--- config.mk ---
export PLATFORM = sky130hd
export DESIGN_NAME = alu_seq
export DESIGN_NICKNAME = d
export VERILOG_FILES = /design/src/rtl/alu_seq.sv
export SDC_FILE = /design/constraint.sdc
export NUM_CORES = 2
export LEC_CHECK = 0
export CAP_MARGIN = 20
export CORE_ASPECT_RATIO = 2
export CORE_UTILIZATION = 50
export CTS_CLUSTER_DIAMETER = 60
export DETAILED_ROUTE_END_ITERATION = 6
export HOLD_SLACK_MARGIN = 0.06
export PLACE_DENSITY = 0.7
export SKIP_LAST_GASP = 1
export SLEW_MARGIN = 25
export SYNTH_ARGS = -nofsm -noshare
export SYNTH_HDL_FRONTEND = slang
export SYNTH_SLANG_ARGS = --single-unit
--- constraint.sdc ---
create_clock -name clk -period 7.3 [get_ports clk]
set_input_delay 0.73 -clock clk [delete_from_list [all_inputs] [get_ports clk]]
set_output_delay 0.73 -clock clk [all_outputs]
set_load 0.02 [all_outputs]
--- src/rtl/alu_seq.sv ---
// Sequential signed ALU: 8 single-cycle ops plus iterative MUL/MULH/DIV/REM.
// Latency: single-cycle ops 1 cycle after accept; iterative ops WIDTH+1 cycles after accept.
// Backpressure: result and flags held while out_valid & !out_ready; in_ready only in IDLE.
module alu_seq #(
    parameter int WIDTH = 64,
    localparam int SHW  = $clog2(WIDTH)
) (
    input  logic             clk,
    input  logic             rst_n,
    input  logic             flush,
    input  logic             in_valid,
    output logic             in_ready,
    input  logic [3:0]       funct,
    input  logic [WIDTH-1:0] a,
    input  logic [WIDTH-1:0] b,
    output logic             out_valid,
    input  logic             out_ready,
    output logic [WIDTH-1:0] result,
    output logic             overflow,
    output logic             negative,
    output logic             zero,
    output logic             equal,
    output logic             greater,
    output logic             less
);

    localparam int CW = SHW + 1;
    localparam int M  = WIDTH - 1;
    localparam logic [WIDTH-1:0] MIN_NEG = {1'b1, {(WIDTH-1){1'b0}}};

    typedef enum logic [1:0] {IDLE, CALC, DONE} state_t;

    state_t           state_q, state_d;
    logic [CW-1:0]    cnt_q;
    logic [3:0]       op_q;
    logic             neg_res_q, neg_rem_q, spec_en_q;
    logic             cmp_eq_q, cmp_gt_q, cmp_lt_q;
    logic [WIDTH-1:0] spec_q, addend_q, hi_q, lo_q;

    logic             acc, is_iter, last;
    logic [WIDTH-1:0] sum_v, sub_v, sc_res;
    logic             sc_ovf;
    logic [WIDTH-1:0] mag_a, mag_b, spec_val;
    logic             b_zero, div_ovf, is_divrem;
    logic [WIDTH:0]   madd, shifted, trial;
    logic [WIDTH-1:0] hi_d, lo_d;
    logic [2*WIDTH-1:0] prod, prod_s;
    logic [WIDTH-1:0] quo_s, rem_s, fin_res;

    assign in_ready  = (state_q == IDLE);
    assign out_valid = (state_q == DONE);
    assign acc       = in_valid & in_ready & ~flush;
    assign is_iter   = (funct[3:2] == 2'b10);
    assign is_divrem = (funct[3:1] == 3'b101);
    assign last      = (state_q == CALC) && (cnt_q == CW'(WIDTH - 1));

    always_ff @(posedge clk or negedge rst_n) begin
        if (!rst_n) begin
            state_q <= IDLE;
        end else begin
            state_q <= state_d;
        end
    end

    always_comb begin
        state_d = state_q;
        case (state_q)
            IDLE:    if (acc) state_d = is_iter ? CALC : DONE;
            CALC:    if (last) state_d = DONE;
            DONE:    if (out_ready) state_d = IDLE;
            default: state_d = IDLE;
        endcase
        if (flush) begin
            state_d = IDLE;
        end
    end

    always_comb begin
        sum_v  = a + b;
        sub_v  = a - b;
        sc_res = '0;
        sc_ovf = 1'b0;
        case (funct)
            4'd0: begin
                sc_res = sum_v;
                sc_ovf = (a[M] == b[M]) && (sum_v[M] != a[M]);
            end
            4'd1: sc_res = a << b[SHW-1:0];
            4'd2: begin
                sc_res = sub_v;
                sc_ovf = (a[M] != b[M]) && (sub_v[M] != a[M]);
            end
            4'd3:    sc_res = a;
            4'd4:    sc_res = a ^ b;
            4'd5:    sc_res = a >> b[SHW-1:0];
            4'd6:    sc_res = ~a;
            4'd7:    sc_res = a & b;
            default: sc_res = '0;
        endcase
    end

    // Most-negative maps to 2^(WIDTH-1), which still fits as an unsigned magnitude.
    always_comb begin
        mag_a    = a[M] ? -a : a;
        mag_b    = b[M] ? -b : b;
        b_zero   = (b == '0);
        div_ovf  = (a == MIN_NEG) && (b == '1);
        if (funct[0]) begin
            spec_val = b_zero ? a : '0;
        end else begin
            spec_val = b_zero ? '1 : a;
        end
    end

    // One shift-add (multiply) or one restoring subtract (divide) per CALC cycle.
    always_comb begin
        madd    = {1'b0, hi_q} + (lo_q[0] ? {1'b0, addend_q} : {(WIDTH+1){1'b0}});
        shifted = {hi_q, lo_q[M]};
        trial   = shifted - {1'b0, addend_q};
        if (!op_q[1]) begin
            hi_d = madd[WIDTH:1];
            lo_d = {madd[0], lo_q[M:1]};
        end else if (!trial[WIDTH]) begin
            hi_d = trial[M:0];
            lo_d = {lo_q[M-1:0], 1'b1};
        end else begin
            hi_d = shifted[M:0];
            lo_d = {lo_q[M-1:0], 1'b0};
        end
    end

    always_comb begin
        prod   = {hi_d, lo_d};
        prod_s = neg_res_q ? -prod : prod;
        quo_s  = neg_res_q ? -lo_d : lo_d;
        rem_s  = neg_rem_q ? -hi_d : hi_d;
        case (op_q[1:0])
            2'b00:   fin_res = prod_s[M:0];
            2'b01:   fin_res = prod_s[2*WIDTH-1:WIDTH];
            2'b10:   fin_res = quo_s;
            default: fin_res = rem_s;
        endcase
        if (spec_en_q) begin
            fin_res = spec_q;
        end
    end

    always_ff @(posedge clk or negedge rst_n) begin
        if (!rst_n) begin
            cnt_q     <= '0;
            op_q      <= '0;
            neg_res_q <= 1'b0;
            neg_rem_q <= 1'b0;
            spec_en_q <= 1'b0;
            spec_q    <= '0;
            addend_q  <= '0;
            hi_q      <= '0;
            lo_q      <= '0;
            cmp_eq_q  <= 1'b0;
            cmp_gt_q  <= 1'b0;
            cmp_lt_q  <= 1'b0;
            result    <= '0;
            overflow  <= 1'b0;
            negative  <= 1'b0;
            zero      <= 1'b0;
            equal     <= 1'b0;
            greater   <= 1'b0;
            less      <= 1'b0;
        end else if (flush) begin
            cnt_q <= '0;
        end else if (acc) begin
            cnt_q     <= '0;
            op_q      <= funct;
            cmp_eq_q  <= (a == b);
            cmp_gt_q  <= ($signed(a) > $signed(b));
            cmp_lt_q  <= ($signed(a) < $signed(b));
            neg_res_q <= a[M] ^ b[M];
            neg_rem_q <= a[M];
            spec_en_q <= is_divrem & (b_zero | div_ovf);
            spec_q    <= spec_val;
            hi_q      <= '0;
            if (funct[1]) begin
                lo_q     <= mag_a;
                addend_q <= mag_b;
            end else begin
                lo_q     <= mag_b;
                addend_q <= mag_a;
            end
            if (!is_iter) begin
                result   <= sc_res;
                overflow <= sc_ovf;
                negative <= sc_res[M];
                zero     <= (sc_res == '0);
                equal    <= (a == b);
                greater  <= ($signed(a) > $signed(b));
                less     <= ($signed(a) < $signed(b));
            end
        end else if (state_q == CALC) begin
            hi_q <= hi_d;
            lo_q <= lo_d;
            if (last) begin
                cnt_q    <= '0;
                result   <= fin_res;
                overflow <= 1'b0;
                negative <= fin_res[M];
                zero     <= (fin_res == '0);
                equal    <= cmp_eq_q;
                greater  <= cmp_gt_q;
                less     <= cmp_lt_q;
            end else begin
                cnt_q <= cnt_q + 1'b1;
            end
        end
    end

endmodule

==> flow_metrics.tcl, run 1 <==
set metrics [dict create \
    htreeDepth 2 \
    synth_nets 8219 \
    cts_sinks 342 \
    grt_pass1_vias 78100 \
    haltStage "global routing (5_1_grt)" \
    ios 209 \
    hold_buffers 0 \
    grt_overflow 554 \
    yosys_warnings 0 \
    die_h_um 467 \
    synth.avg_cell_area_um2 6.93 \
    numPortBuffers 208 \
    outcome "stopped before the end" \
    grt_max_degree 213 \
    dpl.hpwl_um 269000 \
    synth_ff_type "dfrtp_1" \
    async_flop_share_pct 100 \
    num_rows 170 \
    error "[ERROR GRT-0116] Global routing finished with congestion. Check the congestion regions in the DRC Viewer." \
    yosysUniqueCellTypes 117 \
    cts.path.max_buffers 3 \
    die_width_um 235 \
    ys_seq_area_share_pct 15.8 \
    grt_pass1_wl_um 601000 \
    cts_buffers 39 \
    ys_ff_latch 342 \
    synthesis.instances 7815 \
    track_usage_pct 72.9 \
    netlist_area_um2 54100 \
    synth_edf_count 0 \
    place.gp.congestion 1.29 \
    root_buffer "clkbuf_16" \
    pre_cts_ws_ns -0.517 \
    start_util_pct 50.5 \
]
-- cell families after synthesis --
family | share of synthesized area, %
adders and majority gates | 6.23
DFF | 15.8
AOI/OAI and AO/OA | 32.3
xor gates and xnor gates | 5.61
muxes | 9.18
buffers and inverters | 6.61
and+or+nand+nor | 24.3
-- per-layer routing --
| metal | global-route usage, % | GRT overflow |
|---|---|---|
| met4 | 82.4 | 254 |
| met2 | 95.4 | 277 |
| met5 | 15.3 | 1 |
| met1 | 70.7 | 7 |
| met3 | 49.1 | 15 |
-- Yosys cell counts (all sizes together) (86+ instances only) --
| master | instances | area [um2] |
|---|---|---|
| a21o | 101 | 758 |
| dfrtp | 342 | 8560 |
| inv | 295 | 1110 |
| nand2 | 914 | 3430 |
| o31ai | 91 | 702 |
| clkbuf | 456 | 1710 |
| o211ai | 112 | 841 |
| ha | 263 | 3290 |
| buf | 158 | 747 |
| nor3 | 217 | 1110 |
| xnor2 | 202 | 1770 |
| nand4 | 137 | 878 |
| a21oi | 649 | 3260 |
| mux2i | 223 | 2230 |
| o21ai | 869 | 4350 |
| nor2 | 889 | 3340 |
| xor2 | 145 | 1270 |
| and2 | 96 | 601 |
| a211oi | 136 | 1040 |
| a31oi | 86 | 538 |
| mux4 | 89 | 2000 |
| nand3 | 139 | 718 |
-- through the flow --
step	instances	util [%]	instance area [um2]	setup TNS, ns
after detailed placement	9598	57.8	61900	-0.517
after floorplan	7815	-	54100	0
after CTS	9671	59.2	63400	0
after global placement	9598	57.8	61900	-0.493
-- repair_timing --
item | in CTS
cloned | 0
setup buffers | 1
gates resized for setup | 13
pin swaps | 6
endpoints found under the setup margin | 2
==> run 2, diff against run 1 <==
- CORE_ASPECT_RATIO: 2 -> not set
- CORE_UTILIZATION: 50 -> 35
- CTS_CLUSTER_DIAMETER: 60 -> not set
- HOLD_SLACK_MARGIN: 0.06 -> not set
- PLACE_DENSITY: 0.7 -> not set
- PLACE_DENSITY_LB_ADDON: not set -> 0.15
- clock period: 7.3 -> 9.5 ns (I/O delays scaled with it)
==> run 2 against run 1 <==
Against the previous run: the run now ends clean; synthesized area stayed put; synthesized cell count is the same.
==> flow_metrics.tcl, run 2 <==
set metrics [dict create \
    synth.avg_cell_area_um2 6.93 \
    grt_max_degree 129 \
    synth_top_area_cell "dfrtp_1" \
    setup_slack_ns 0.394 \
    ir_drop_mv 0.129 \
    cts_buffers 41 \
    ys_seq_area_share_pct 15.8 \
    required_ns 10.00 \
    crit_path_top_delay_cell "or4b_2" \
    yosys.area_share.simple_pct 24.3 \
    grt_overflow 0 \
    mostFrequentLayoutCells "nand2_1, nor2_1, o21ai_0" \
    vias_per_cell 6.65 \
    die_width_um 395 \
    grt_pass1_wl_um 470000 \
    pre_cts_ws_ns 0.0661 \
    nets 8127 \
    ff2ff_path_depth 32 \
    fmaxAchievable_mhz 110 \
    muxShareOfSynthArea_pct 9.18 \
    powerDensity_nw_per_um2 176 \
    timing.rr.end "zero$_DFFE_PN0P_" \
    die_area_um2 156000 \
    yosys_warnings 0 \
    hp-class "in -> async" \
    numPortBuffers 208 \
    first_pass_iters 6 \
    synth.most_common_cell "nand2_1" \
    rsz0062_at_grt "no" \
    rrSetupSlack_ns 0.39 \
    outcome "finished, final reports clean" \
    drt_iter0_drc 8275 \
    die_h_um 395 \
    critPathKind "reg -> reg" \
    flow.area_growth_from_synthesis_pct 11.0 \
    cts.path.max_buffers 3 \
    synthAdderAreaFrac_pct 6.23 \
    wire_per_inst_um 34.2 \
    ios 209 \
    wl_um 335000 \
    drive_gt1_share_pct 8.72 \
    async_flop_share_pct 100 \
    synthDominantCellAreaShare_pct 15.8 \
    place.gp.congestion 1.07 \
    cts_tree "done" \
    ys_ff_latch 342 \
    r2r_start "lo_q[63]$_DFFE_PN0P_" \
    hold_viol 0 \
    antenna_found_initial 14 \
    synth_area_leaders "dfrtp_1, o21ai_0, nand2_1" \
    finClkSkew_ns 0.0153 \
    synth_edf_count 0 \
    tightest_slew_ns 1.22 \
    synthesis.instances 7815 \
    core-area_um2 153000 \
    min_period_ns 9.11 \
    arrival_ns 9.61 \
    end_kind "register" \
    p_leak_nw 24.2 \
    num_rows 143 \
    slew_viol_final 0 \
    synth_nets 8219 \
    cp_slowest_stage_delay_ns 0.67 \
    netlist_area_um2 54100 \
    setup_viol 0 \
    cts_sinks 342 \
    synth_commonest_cells "nand2_1, nor2_1, o21ai_0, a21oi_1, clkbuf_1" \
    drc 0 \
    synth_top_family_by_area "compound AO/OA/AOI/OAI gates" \
    clk-insertion-delay-late_ns 0.62 \
    track_usage_pct 41.3 \
    relSlewSlack_pct 18.1 \
    tns_ns 0 \
    synth-xor-area-share_pct 5.61 \
    yosysUniqueCellTypes 117 \
    grt_pass1_vias 61300 \
    htreeDepth 2 \
    start_util_pct 35.4 \
    min_period_over_period_pct 95.9 \
    ant_nets 0 \
    final_common_cell "nand2_1" \
    cap_violations 0 \
    crit_path_start_kind "register" \
    cts.clk_slew.worst_paths_ns 0.06 \
    synth_compound_area_share_pct 32.3 \
    dpl.hpwl_um 265000 \
    root_buffer "clkbuf_16" \
    synth_ff_type "dfrtp_1" \
    critPathMaxFanout 10 \
    via_count 65100 \
]
## run 2: metal layers
layer  wire length [um]  track usage [%]  vias to the layer above  part of all wire [%]
met1             135000             53.1                    31900                    40
met3              27600             6.47                      850                   8.2
met4              28500             29.4                        2                   8.5
met5                 14                0                        -                0.0042
met2             144000             63.1                     3831                    43
li1                   -                -                    28600                     -
## run 2: worst max-delay path by stage
| stage | from | endpoint | slack, ns | cells after the start |
|---|---|---|---|---|
| global placement | a[0] | zero$_DFFE_PN0P_ | 0.14 | 25 |
| finish | lo_q[63]$_DFFE_PN0P_ | zero$_DFFE_PN0P_ | 0.39 | 32 |
| CTS | lo_q[63]$_DFFE_PN0P_ | zero$_DFFE_PN0P_ | 0.006 | 32 |
| global route | lo_q[63]$_DFFE_PN0P_ | zero$_DFFE_PN0P_ | 0.09 | 34 |
| floorplan | b[2] | zero$_DFFE_PN0P_ | 1.95 | 29 |
| detailed placement | lo_q[63]$_DFFE_PN0P_ | zero$_DFFE_PN0P_ | 0.07 | 32 |
## run 2: cell families after synthesis
group / after synthesis
and+or+nand+nor: 2842
AOI/OAI and AO/OA: 2728
buffers and inverters: 912
muxes: 377
adders and majority gates: 267
xor gates and xnor gates: 347
DFF: 342
## run 2: per-stage QoR
stage / util [%] / total power [mW] / cells / area [um2] / hold WS (ns)
final: 39.3 / 10.6 / 9790 / 60100 / 0.276
after global routing: 39.3 / 11.0 / 9787 / 60100 / 0.349
after CTS: 39.3 / 10.3 / 9785 / 60000 / 0.330
after detailed placement: 38.3 / 8.50 / 9709 / 58500 / 0.460
after global placement: 38.3 / 8.54 / 9709 / 58500 / 0.449
after floorplan: - / 5.77 / 7815 / 54100 / 0.432
## run 2: what timing repair did
action | CTS | global route
hold buffers | 0 | 0
setup buffers | 0 | 0
resized for setup | 0 | 3
setup endpoints to repair | 0 | 1
## run 2: area by class of cell
| cell class | instances | area, um2 |
|---|---|---|
| fillers | 16300 | 92700 |
| diodes | 4 | 10.0 |
| clock buffers | 61 | 1240 |
| well taps | 2030 | 2540 |
| multi-input cells | 6561 | 42200 |
| repair buffers | 479 | 4160 |
| flip-flops and latches | 342 | 8570 |
| clock inverters | 15 | 213 |
| inverters | 298 | 1120 |
## run 2: worst max-delay path, delay by kind of cell (launching register included)
family,cells,cell delay [ns]
and+or+nand+nor,16,4.63
AOI/OAI and AO/OA,9,2.41
adders and majority gates,3,0.86
buffers and inverters,4,0.66
DFF,1,0.40
## run 2: report_power, final
group | internal (mW) | total, mW | switching [mW]
Sequential | 1.77 | 2.21 | 0.435
Clock | 1.04 | 1.80 | 0.755
Combinational | 2.12 | 6.55 | 4.43
Total | 4.94 | 10.6 | 5.62
Power figures use the tool's default switching activity.
